## src/rtl/hazard_unit_pkg.sv

```systemverilog
// Shared encodings for the pipeline hazard unit: RV32 opcodes, forward selects,
// and the per-stage scoreboard entry tracked for X, M and W.
package hazard_unit_pkg;

    localparam logic [6:0] OP_OP     = 7'b0110011;
    localparam logic [6:0] OP_IMM    = 7'b0010011;
    localparam logic [6:0] OP_LOAD   = 7'b0000011;
    localparam logic [6:0] OP_STORE  = 7'b0100011;
    localparam logic [6:0] OP_BRANCH = 7'b1100011;
    localparam logic [6:0] OP_JALR   = 7'b1100111;
    localparam logic [6:0] OP_LUI    = 7'b0110111;
    localparam logic [6:0] OP_AUIPC  = 7'b0010111;
    localparam logic [6:0] OP_JAL    = 7'b1101111;

    localparam logic [1:0] FWD_RF  = 2'b00;
    localparam logic [1:0] FWD_MEM = 2'b01;
    localparam logic [1:0] FWD_WB  = 2'b10;

    typedef struct packed {
        logic       valid;
        logic [4:0] rd;
        logic       wr;
        logic       is_load;
    } sb_entry_t;

    // A load still in X has no result yet, so it is never a MEM-stage source.
    function automatic logic [1:0] fwd_select(
        input logic       used,
        input logic [4:0] rs,
        input sb_entry_t  x,
        input sb_entry_t  m
    );
        logic [1:0] sel;
        sel = FWD_RF;
        if (used && rs != 5'd0) begin
            if (x.valid && x.wr && !x.is_load && x.rd == rs) begin
                sel = FWD_MEM;
            end else if (m.valid && m.wr && m.rd == rs) begin
                sel = FWD_WB;
            end
        end
        return sel;
    endfunction

    function automatic logic hits_load(
        input logic       used,
        input logic [4:0] rs,
        input sb_entry_t  x
    );
        return used && rs != 5'd0 && x.valid && x.wr && x.is_load && x.rd == rs;
    endfunction

endpackage

```

## src/rtl/hazard_unit_decode.sv

```systemverilog
// Purely combinational field extraction for the instruction in decode:
// register indices plus which of them the opcode actually reads or writes.
module hazard_decode
    import hazard_unit_pkg::*;
(
    input  logic [31:0] inst,
    output logic [4:0]  rs1,
    output logic [4:0]  rs2,
    output logic [4:0]  rd,
    output logic        uses_rs1,
    output logic        uses_rs2,
    output logic        writes_rd,
    output logic        is_load
);

    logic [6:0] opcode;
    logic       unused_bits;

    assign opcode      = inst[6:0];
    assign rs1         = inst[19:15];
    assign rs2         = inst[24:20];
    assign rd          = inst[11:7];
    assign unused_bits = ^{inst[31:25], inst[14:12]};

    always_comb begin
        uses_rs1  = 1'b0;
        uses_rs2  = 1'b0;
        writes_rd = 1'b0;
        is_load   = 1'b0;
        unique case (opcode)
            OP_OP:     begin uses_rs1 = 1'b1; uses_rs2 = 1'b1; writes_rd = 1'b1; end
            OP_IMM:    begin uses_rs1 = 1'b1; writes_rd = 1'b1; end
            OP_LOAD:   begin uses_rs1 = 1'b1; writes_rd = 1'b1; is_load = 1'b1; end
            OP_STORE:  begin uses_rs1 = 1'b1; uses_rs2 = 1'b1; end
            OP_BRANCH: begin uses_rs1 = 1'b1; uses_rs2 = 1'b1; end
            OP_JALR:   begin uses_rs1 = 1'b1; writes_rd = 1'b1; end
            OP_LUI,
            OP_AUIPC,
            OP_JAL:    writes_rd = 1'b1;
            default:   ;
        endcase
        // x0 is hardwired zero: writing it creates no dependency.
        if (rd == 5'd0) begin
            writes_rd = 1'b0;
        end
    end

endmodule

```

## src/rtl/hazard_unit.sv

```systemverilog
// Pipeline hazard control: freeze on data-memory wait, flush on redirect,
// one-cycle load-use stall, and registered operand-forward selects for X.
module hazard_unit
    import hazard_unit_pkg::*;
(
    input  logic        clock,
    input  logic        reset,
    input  logic [31:0] inst_d,
    input  logic        inst_valid_d,
    input  logic        branch_taken_x,
    input  logic        jump_x,
    input  logic        dmem_busy,
    output logic        stall_fd,
    output logic        flush_d,
    output logic        bubble_x,
    output logic        freeze,
    output logic [1:0]  fwd_a,
    output logic [1:0]  fwd_b,
    output logic [31:0] stall_cnt,
    output logic [31:0] flush_cnt
);

    logic [4:0] rs1_d;
    logic [4:0] rs2_d;
    logic [4:0] rd_d;
    logic       uses_rs1_d;
    logic       uses_rs2_d;
    logic       writes_rd_d;
    logic       is_load_d;

    sb_entry_t  sb_x;
    sb_entry_t  sb_m;
    sb_entry_t  sb_w;
    sb_entry_t  next_x;
    logic [1:0] next_fwd_a;
    logic [1:0] next_fwd_b;

    logic       redirect;
    logic       load_use;
    logic       unused_sb_w;

    hazard_decode u_decode (
        .inst      (inst_d),
        .rs1       (rs1_d),
        .rs2       (rs2_d),
        .rd        (rd_d),
        .uses_rs1  (uses_rs1_d),
        .uses_rs2  (uses_rs2_d),
        .writes_rd (writes_rd_d),
        .is_load   (is_load_d)
    );

    assign redirect = (branch_taken_x | jump_x) & sb_x.valid;
    assign load_use = inst_valid_d &
                      (hits_load(uses_rs1_d, rs1_d, sb_x) |
                       hits_load(uses_rs2_d, rs2_d, sb_x));

    // W is the tail of the shift chain; it has no consumer inside this block.
    assign unused_sb_w = ^sb_w;

    always_comb begin
        stall_fd = 1'b0;
        flush_d  = 1'b0;
        bubble_x = 1'b0;
        freeze   = 1'b0;
        if (reset) begin
            flush_d  = 1'b1;
            bubble_x = 1'b1;
        end else if (dmem_busy) begin
            freeze = 1'b1;
        end else if (redirect) begin
            flush_d  = 1'b1;
            bubble_x = 1'b1;
        end else if (load_use) begin
            stall_fd = 1'b1;
            bubble_x = 1'b1;
        end
    end

    always_comb begin
        next_x = '0;
        if (!bubble_x) begin
            next_x.valid   = inst_valid_d;
            next_x.rd      = rd_d;
            next_x.wr      = writes_rd_d & inst_valid_d;
            next_x.is_load = is_load_d & inst_valid_d;
        end
    end

    always_comb begin
        next_fwd_a = FWD_RF;
        next_fwd_b = FWD_RF;
        if (!bubble_x && inst_valid_d) begin
            next_fwd_a = fwd_select(uses_rs1_d, rs1_d, sb_x, sb_m);
            next_fwd_b = fwd_select(uses_rs2_d, rs2_d, sb_x, sb_m);
        end
    end

    always_ff @(posedge clock) begin
        if (reset) begin
            sb_x      <= '0;
            sb_m      <= '0;
            sb_w      <= '0;
            fwd_a     <= FWD_RF;
            fwd_b     <= FWD_RF;
            stall_cnt <= 32'd0;
            flush_cnt <= 32'd0;
        end else if (!freeze) begin
            sb_w  <= sb_m;
            sb_m  <= sb_x;
            sb_x  <= next_x;
            fwd_a <= next_fwd_a;
            fwd_b <= next_fwd_b;
            if (redirect) begin
                flush_cnt <= flush_cnt + 32'd1;
            end
            if (load_use && !redirect) begin
                stall_cnt <= stall_cnt + 32'd1;
            end
        end
    end

endmodule

```

## config.mk

```make
export PLATFORM = sky130hd
export DESIGN_NAME = hazard_unit
export DESIGN_NICKNAME = d
export VERILOG_FILES = /design/src/rtl/hazard_unit_pkg.sv /design/src/rtl/hazard_unit_decode.sv /design/src/rtl/hazard_unit.sv
export SDC_FILE = /design/constraint.sdc
export NUM_CORES = 1
export LEC_CHECK = 0
export CAP_MARGIN = 20
export CORE_MARGIN = 10
export CORE_UTILIZATION = 46
export DETAILED_ROUTE_END_ITERATION = 8
export PLACE_DENSITY = 0.81
export SYNTH_ARGS = -nofsm -noshare
export SYNTH_HDL_FRONTEND = slang
export SYNTH_HIERARCHICAL = 1
export SYNTH_SLANG_ARGS = --single-unit
```

## constraint.sdc

```tcl
create_clock -name clock -period 2.6 [get_ports clock]
set_clock_uncertainty 0.05 [all_clocks]
set_input_delay 0.65 -clock clock [delete_from_list [all_inputs] [get_ports clock]]
set_output_delay 0.65 -clock clock [all_outputs]
set_load 0.03 [all_outputs]
```

==> impl_metrics.env, run 1 <==
export IMPL_nNetsFinal=757
export IMPL_post_synth_top_count_cell="dfxtp_1"
export IMPL_diodes=0
export IMPL_rsz0062_at_grt="yes"
export IMPL_drv_cap=0
export IMPL_dr_first_iter_drc_count=410
export IMPL_syn_num_nets=615
export IMPL_grt_busiest_layer="met2"
export IMPL_postLayoutCellArea_um2=6590
export IMPL_critical_path_required_ns=1.90
export IMPL_drive_above_1_share_pct=25.3
export IMPL_use_met2_pct=30.3
export IMPL_synthTopCellsByCount="83 x dfxtp_1, 82 x nor2_1, 40 x nand2_1, 35 x nand3_1"
export IMPL_finalSetupViolations=6
export IMPL_synth_top_cell_area_share_pct=34.9
export IMPL_layout_cells_non_filler=858
export IMPL_antenna_found_initial=0
export IMPL_fin_ws_ns=-0.354
export IMPL_fp_coreArea_um2=10200
export IMPL_wl_mm=14.0
export IMPL_ctsRootBufferMaster="clkbuf_8"
export IMPL_dp_cells=826
export IMPL_hp_class="reg -> reg"
export IMPL_nFillCells=845
export IMPL_hold_viol_final=0
export IMPL_antenna_left=0
export IMPL_cts_buffers=9
export IMPL_synth_top_flop_cell="dfxtp_1"
export IMPL_port_buffers=99
export IMPL_overflow=0
export IMPL_syn_avg_cell_area_um2=8.28
export IMPL_synth_area_um2=4760
export IMPL_fin_setup_tns_ns=-1.01
export IMPL_ys_types=54
export IMPL_cts_tree="built"
export IMPL_cts_sinks=83
export IMPL_place_congestion=0.863
export IMPL_synth_edf_count=0
export IMPL_min_from="fwd_a[1]$_SDFFE_PP0N_"
export IMPL_outcome="finished with violations"
export IMPL_synth_area_leader_cell="dfxtp_1"
export IMPL_synth_seq_cells=83
export IMPL_end_kind="primary output"
export IMPL_max_freq_ghz=0.338
export IMPL_crit_fanout=4
export IMPL_die_area_um2=14800
export IMPL_top_level_ports=110
export IMPL_min_period_ns=2.95
export IMPL_grt_pass1_vias=4543
export IMPL_met3_usage_pct=5.46
export IMPL_dpl_hpwl_mm=10.1
export IMPL_area_growth_pct=38.4
export IMPL_placed_area_um2=6150
export IMPL_initial_core_util_pct=46.8
export IMPL_violations="setup timing"
export IMPL_maxSlewHeadroom_pct=55.9
export IMPL_start_kind="input pin"
export IMPL_clk_latency_ns=0.36
export IMPL_grt_pass1_wl_mm=22.4
export IMPL_htreeDepth=3
export IMPL_via_count=4704
export IMPL_path_class="in -> out"
export IMPL_fp_dieH_um=122
export IMPL_synth_seq_area_share_pct=34.9
export IMPL_grt_util_met1_pct=22.5
export IMPL_drt_first_pass_iters=5
export IMPL_yosysWarnings=6
export IMPL_p_per_area_nw_per_um2=383
export IMPL_via_per_inst=5.48
export IMPL_cp_arrival_ns=2.25
export IMPL_track_usage_pct=18.3
export IMPL_route_detailed_drc=0
export IMPL_synth_cells=575
export IMPL_synthTopCellsByArea="dfxtp_1 35%, mux2_2 7.3%, nor2_1 6.5%"
export IMPL_finalCritPeriodShare_pct=114
export IMPL_std_cell_rows=37
export IMPL_fin_worst_hold_slack_ns=0.411
export IMPL_die_w_um=122
export IMPL_synthArstFlopShare_pct=0
export IMPL_final_max_slew_viol_count=0
export IMPL_path_clk_slew_ns=0.09
export IMPL_ir_worst_vdd_mv=0.273
export IMPL_crit_start="inst_d[0]"
export IMPL_rr_startpoint="stall_cnt[10]$_SDFFE_PP0P_"
export IMPL_clock_path_buffers=2
export IMPL_worst_slew_pin_slew_ns=0.662
export IMPL_leakage_nw=2.38
export IMPL_grt_max_degree=68
export IMPL_wire_per_inst_um=16.3
metrics by stage:
stage	util [%]	setup slack [ns]	total power, mW
2_1_floorplan	-	-0.0928	1.46
3_3_place_gp	60.3	-0.708	1.57
3_5_place_dp	60.3	-0.773	1.58
4_1_cts	64.1	-0.414	2.53
5_1_grt	64.7	-0.428	2.61
6_report	64.7	-0.354	2.52
where the power goes:
part | switching, mW | internal [mW]
sequential | 0.0137 | 1.28
clock | 0.506 | 0.449
combinational | 0.138 | 0.136
worst max-delay path, cell delays in order:
cell,delay (ns)
buf_6,0.07
nand2_4,0.04
or3_4,0.38
a211oi_4,0.18
o21ai_2,0.09
nand4b_1,0.23
a21oi_2,0.23
and3b_2,0.24
buf_6,0.13
repair_timing:
item | 4_1_cts | 5_1_grt
gates resized for setup | 54 | 24
endpoints found under the setup margin | 35 | 31
hold buffers | 0 | 0
pin swaps | 13 | 12
buffers inserted | 15 | 3
sequential cells by signal (all words and copies together) (netlist names):
signal,count
sb_m,7
flush_cnt,32
fwd_a,2
fwd_b,2
sb_x,8
stall_cnt,32
path summary, 6_finish.rpt:
path	to	slack, ns	cells past startpoint
worst min-delay path	fwd_a[1]$_SDFFE_PP0N_	0.41	2
worst max-delay path	stall_fd	-0.35	9
worst min register to register	fwd_a[1]$_SDFFE_PP0N_	0.41	2
worst max register to register	stall_cnt[28]$_SDFFE_PP0P_	0.17	5
cell usage in the layout, fill, tap and decap left out, types with 17 or more instances in the layout:
master and instances:
clkdlybuf4s50_1 74, a21oi_1 17, xnor2_1 29, nand4_1 18, buf_4 79, nor2_1 81, nor2b_1 30, nand3_1 35
mux2_2 31, nand2_1 39, dfxtp_1 83
cells by family (layout without fill, tap and decap cells):
kind of cell | after synthesis | after routing | synth area share [%]
muxes | 39 | 39 | 9.01
AOI/OAI and AO/OA | 70 | 70 | 9.49
adders and majority gates | 2 | 2 | 0.525
buffers and inverters | 63 | 210 | 7.33
xor gates and xnor gates | 44 | 44 | 8.09
DFF | 83 | 83 | 34.9
and+or+nand+nor | 274 | 274 | 30.7
metal layers:
layer / wire (um) / part of all wire (%)
met1: 5870 / 42
met2: 6810 / 49
met3: 1050 / 7.5
met4: 255 / 1.8
met5: 0 / 0
area by class of cell:
class / instances / area (um2) / share of cell area, %
flip-flops and latches: 83 / 1660 / 25.2
multi-input cells: 429 / 2910 / 44.1
well taps: 136 / 170 / 2.58
inverters: 15 / 56.3 / 0.854
clock buffers: 9 / 124 / 1.88
repair buffers: 179 / 1600 / 24.3
clock inverters: 7 / 76.3 / 1.16
Power figures use the tool's default switching activity.
==> run 2, diff against run 1 <==
CORE_UTILIZATION = 47   (was 46)
CTS_BUF_LIST = sky130_fd_sc_hd__clkbuf_8   (was unset)
PLACE_DENSITY = 0.83   (was 0.81)
==> impl_metrics.env, run 2 (synthesis results as in run 1) <==
export IMPL_finalCritPeriodShare_pct=113
export IMPL_path_clk_slew_ns=0.08
export IMPL_postLayoutCellArea_um2=6640
export IMPL_drive_above_1_share_pct=24.0
export IMPL_final_cell_mix="83 x dfxtp_1, 82 x nor2_1, 74 x clkdlybuf4s50_1"
export IMPL_fin_ws_ns=-0.330
export IMPL_dp_slack_ns=-0.836
export IMPL_grt_max_degree=96
export IMPL_wl_mm=14.5
export IMPL_std_cell_rows=36
export IMPL_share_comb_of_total_power_pct=10.2
export IMPL_outcome="finished with violations"
export IMPL_netSwitchingPower_mw=0.653
export IMPL_initial_core_util_pct=48.5
export IMPL_antenna_left=0
export IMPL_p_clk_share_pct=40.9
export IMPL_p_per_area_nw_per_um2=398
export IMPL_cts_sinks=83
export IMPL_post_route_util_pct=67.6
export IMPL_worst_slew_pin_slew_ns=0.919
export IMPL_place_congestion=0.882
export IMPL_path_class="in -> out"
export IMPL_fin_setup_tns_ns=-0.598
export IMPL_p_seq_share_pct=49.0
export IMPL_grt_pass1_wl_mm=24.0
export IMPL_start_kind="input pin"
export IMPL_port_buffers=99
export IMPL_finalSetupViolations=2
export IMPL_internal_power_mw=1.99
export IMPL_via_per_inst=5.62
export IMPL_leakage_nw=2.39
export IMPL_min_period_ns=2.93
export IMPL_dr_first_iter_drc_count=297
export IMPL_maxSlewHeadroom_pct=38.7
export IMPL_clk_latency_ns=0.36
export IMPL_drt_first_pass_iters=5
export IMPL_hold_viol_final=0
export IMPL_top_level_ports=110
export IMPL_htreeDepth=3
export IMPL_overflow=0
export IMPL_die_area_um2=14600
export IMPL_max_freq_ghz=0.341
export IMPL_drv_cap=0
export IMPL_crit_fanout=4
export IMPL_end_kind="primary output"
export IMPL_area_growth_pct=39.4
export IMPL_cts_tree="built"
export IMPL_rsz0062_at_grt="yes"
export IMPL_ctsRootBufferMaster="clkbuf_8"
export IMPL_route_detailed_drc=0
export IMPL_largestRegisters="flush_cnt (32), stall_cnt (32), sb_x (8)"
export IMPL_via_count=4752
export IMPL_antenna_found_initial=0
export IMPL_cts_buffers=9
export IMPL_fp_dieH_um=121
export IMPL_final_max_slew_viol_count=0
export IMPL_hp_class="reg -> reg"
export IMPL_cp_arrival_ns=2.23
export IMPL_diodes=0
export IMPL_die_w_um=121
export IMPL_final_common_cell="dfxtp_1"
export IMPL_p_sw_share_pct=24.7
export IMPL_clock_path_buffers=2
export IMPL_grt_pass1_vias=5011
export IMPL_nNetsFinal=748
export IMPL_track_usage_pct=19.5
export IMPL_ir_worst_vdd_mv=0.299
export IMPL_critical_path_required_ns=1.90
export IMPL_dpl_hpwl_mm=10.3
export IMPL_wire_per_inst_um=17.1
export IMPL_violations="setup timing"
export IMPL_placed_area_um2=6120
export IMPL_fp_coreArea_um2=9820
-- run 2: layout make-up --
class,instances,area (um2)
clock buffer,10,138
clock inverter,6,95.1
fill,791,3180
inverter,15,56.3
multi-input combinational,429,2970
sequential,83,1660
tap,133,166
timing repair buffer,170,1550
-- run 2: worst paths after layout --
kind,slack [ns],from,depth (start not counted),end
max,-0.33,inst_d[6],9,stall_fd
min,0.41,fwd_b[1]$_SDFFE_PP0N_,2,fwd_b[1]$_SDFFE_PP0N_
max reg2reg,0.20,stall_cnt[10]$_SDFFE_PP0P_,5,stall_cnt[29]$_SDFFE_PP0P_
min reg2reg,0.41,fwd_b[1]$_SDFFE_PP0N_,2,fwd_b[1]$_SDFFE_PP0N_
-- run 2: critical path, cell delays in order --
cell,delay (ns)
dlygate4sd2_1,0.29
nor2_1,0.11
a21oi_1,0.05
nor3_2,0.19
o21ai_2,0.08
nand4b_1,0.23
a21oi_2,0.24
and3b_2,0.24
buf_6,0.13
-- run 2: metrics by stage --
stage	power (mW)	instances	hold WS, ns
after floorplan	1.46	575	0.406
after global placement	1.56	820	0.392
after detailed placement	1.57	820	0.397
after CTS	2.66	849	0.410
after global routing	2.74	846	0.425
final	2.64	846	0.411
-- run 2: per-layer routing --
layer / track usage (%) / vias up / routed length, um
met5: 0 / - / 0
met4: 7.92 / 0 / 330
met3: 5.40 / 38 / 993
met2: 34.1 / 191 / 7320
met1: 21.9 / 2254 / 5860
li1: - / 2269 / -
-- run 2: power groups by stage --
stage	Combinational (mW)	Clock [mW]	Sequential (mW)
3_3_place_gp	0.241	0	1.32
5_1_grt	0.289	1.16	1.30
6_report	0.268	1.08	1.29
4_1_cts	0.260	1.10	1.29
3_5_place_dp	0.248	0	1.32
2_1_floorplan	0.133	0	1.32
-- run 2: timing repair --
action	in CTS	in global routing
hold buffers	0	0
setup buffers	15	2
gates resized for setup	60	16
setup endpoints to repair	34	28
pin swaps	15	8
==> run 3, diff against run 2 <==
GPL_ROUTABILITY_DRIVEN = 1   (was unset)
==> results of run 3 <==
Same layout as run 2: the final DEF is identical, and so are final timing and power.
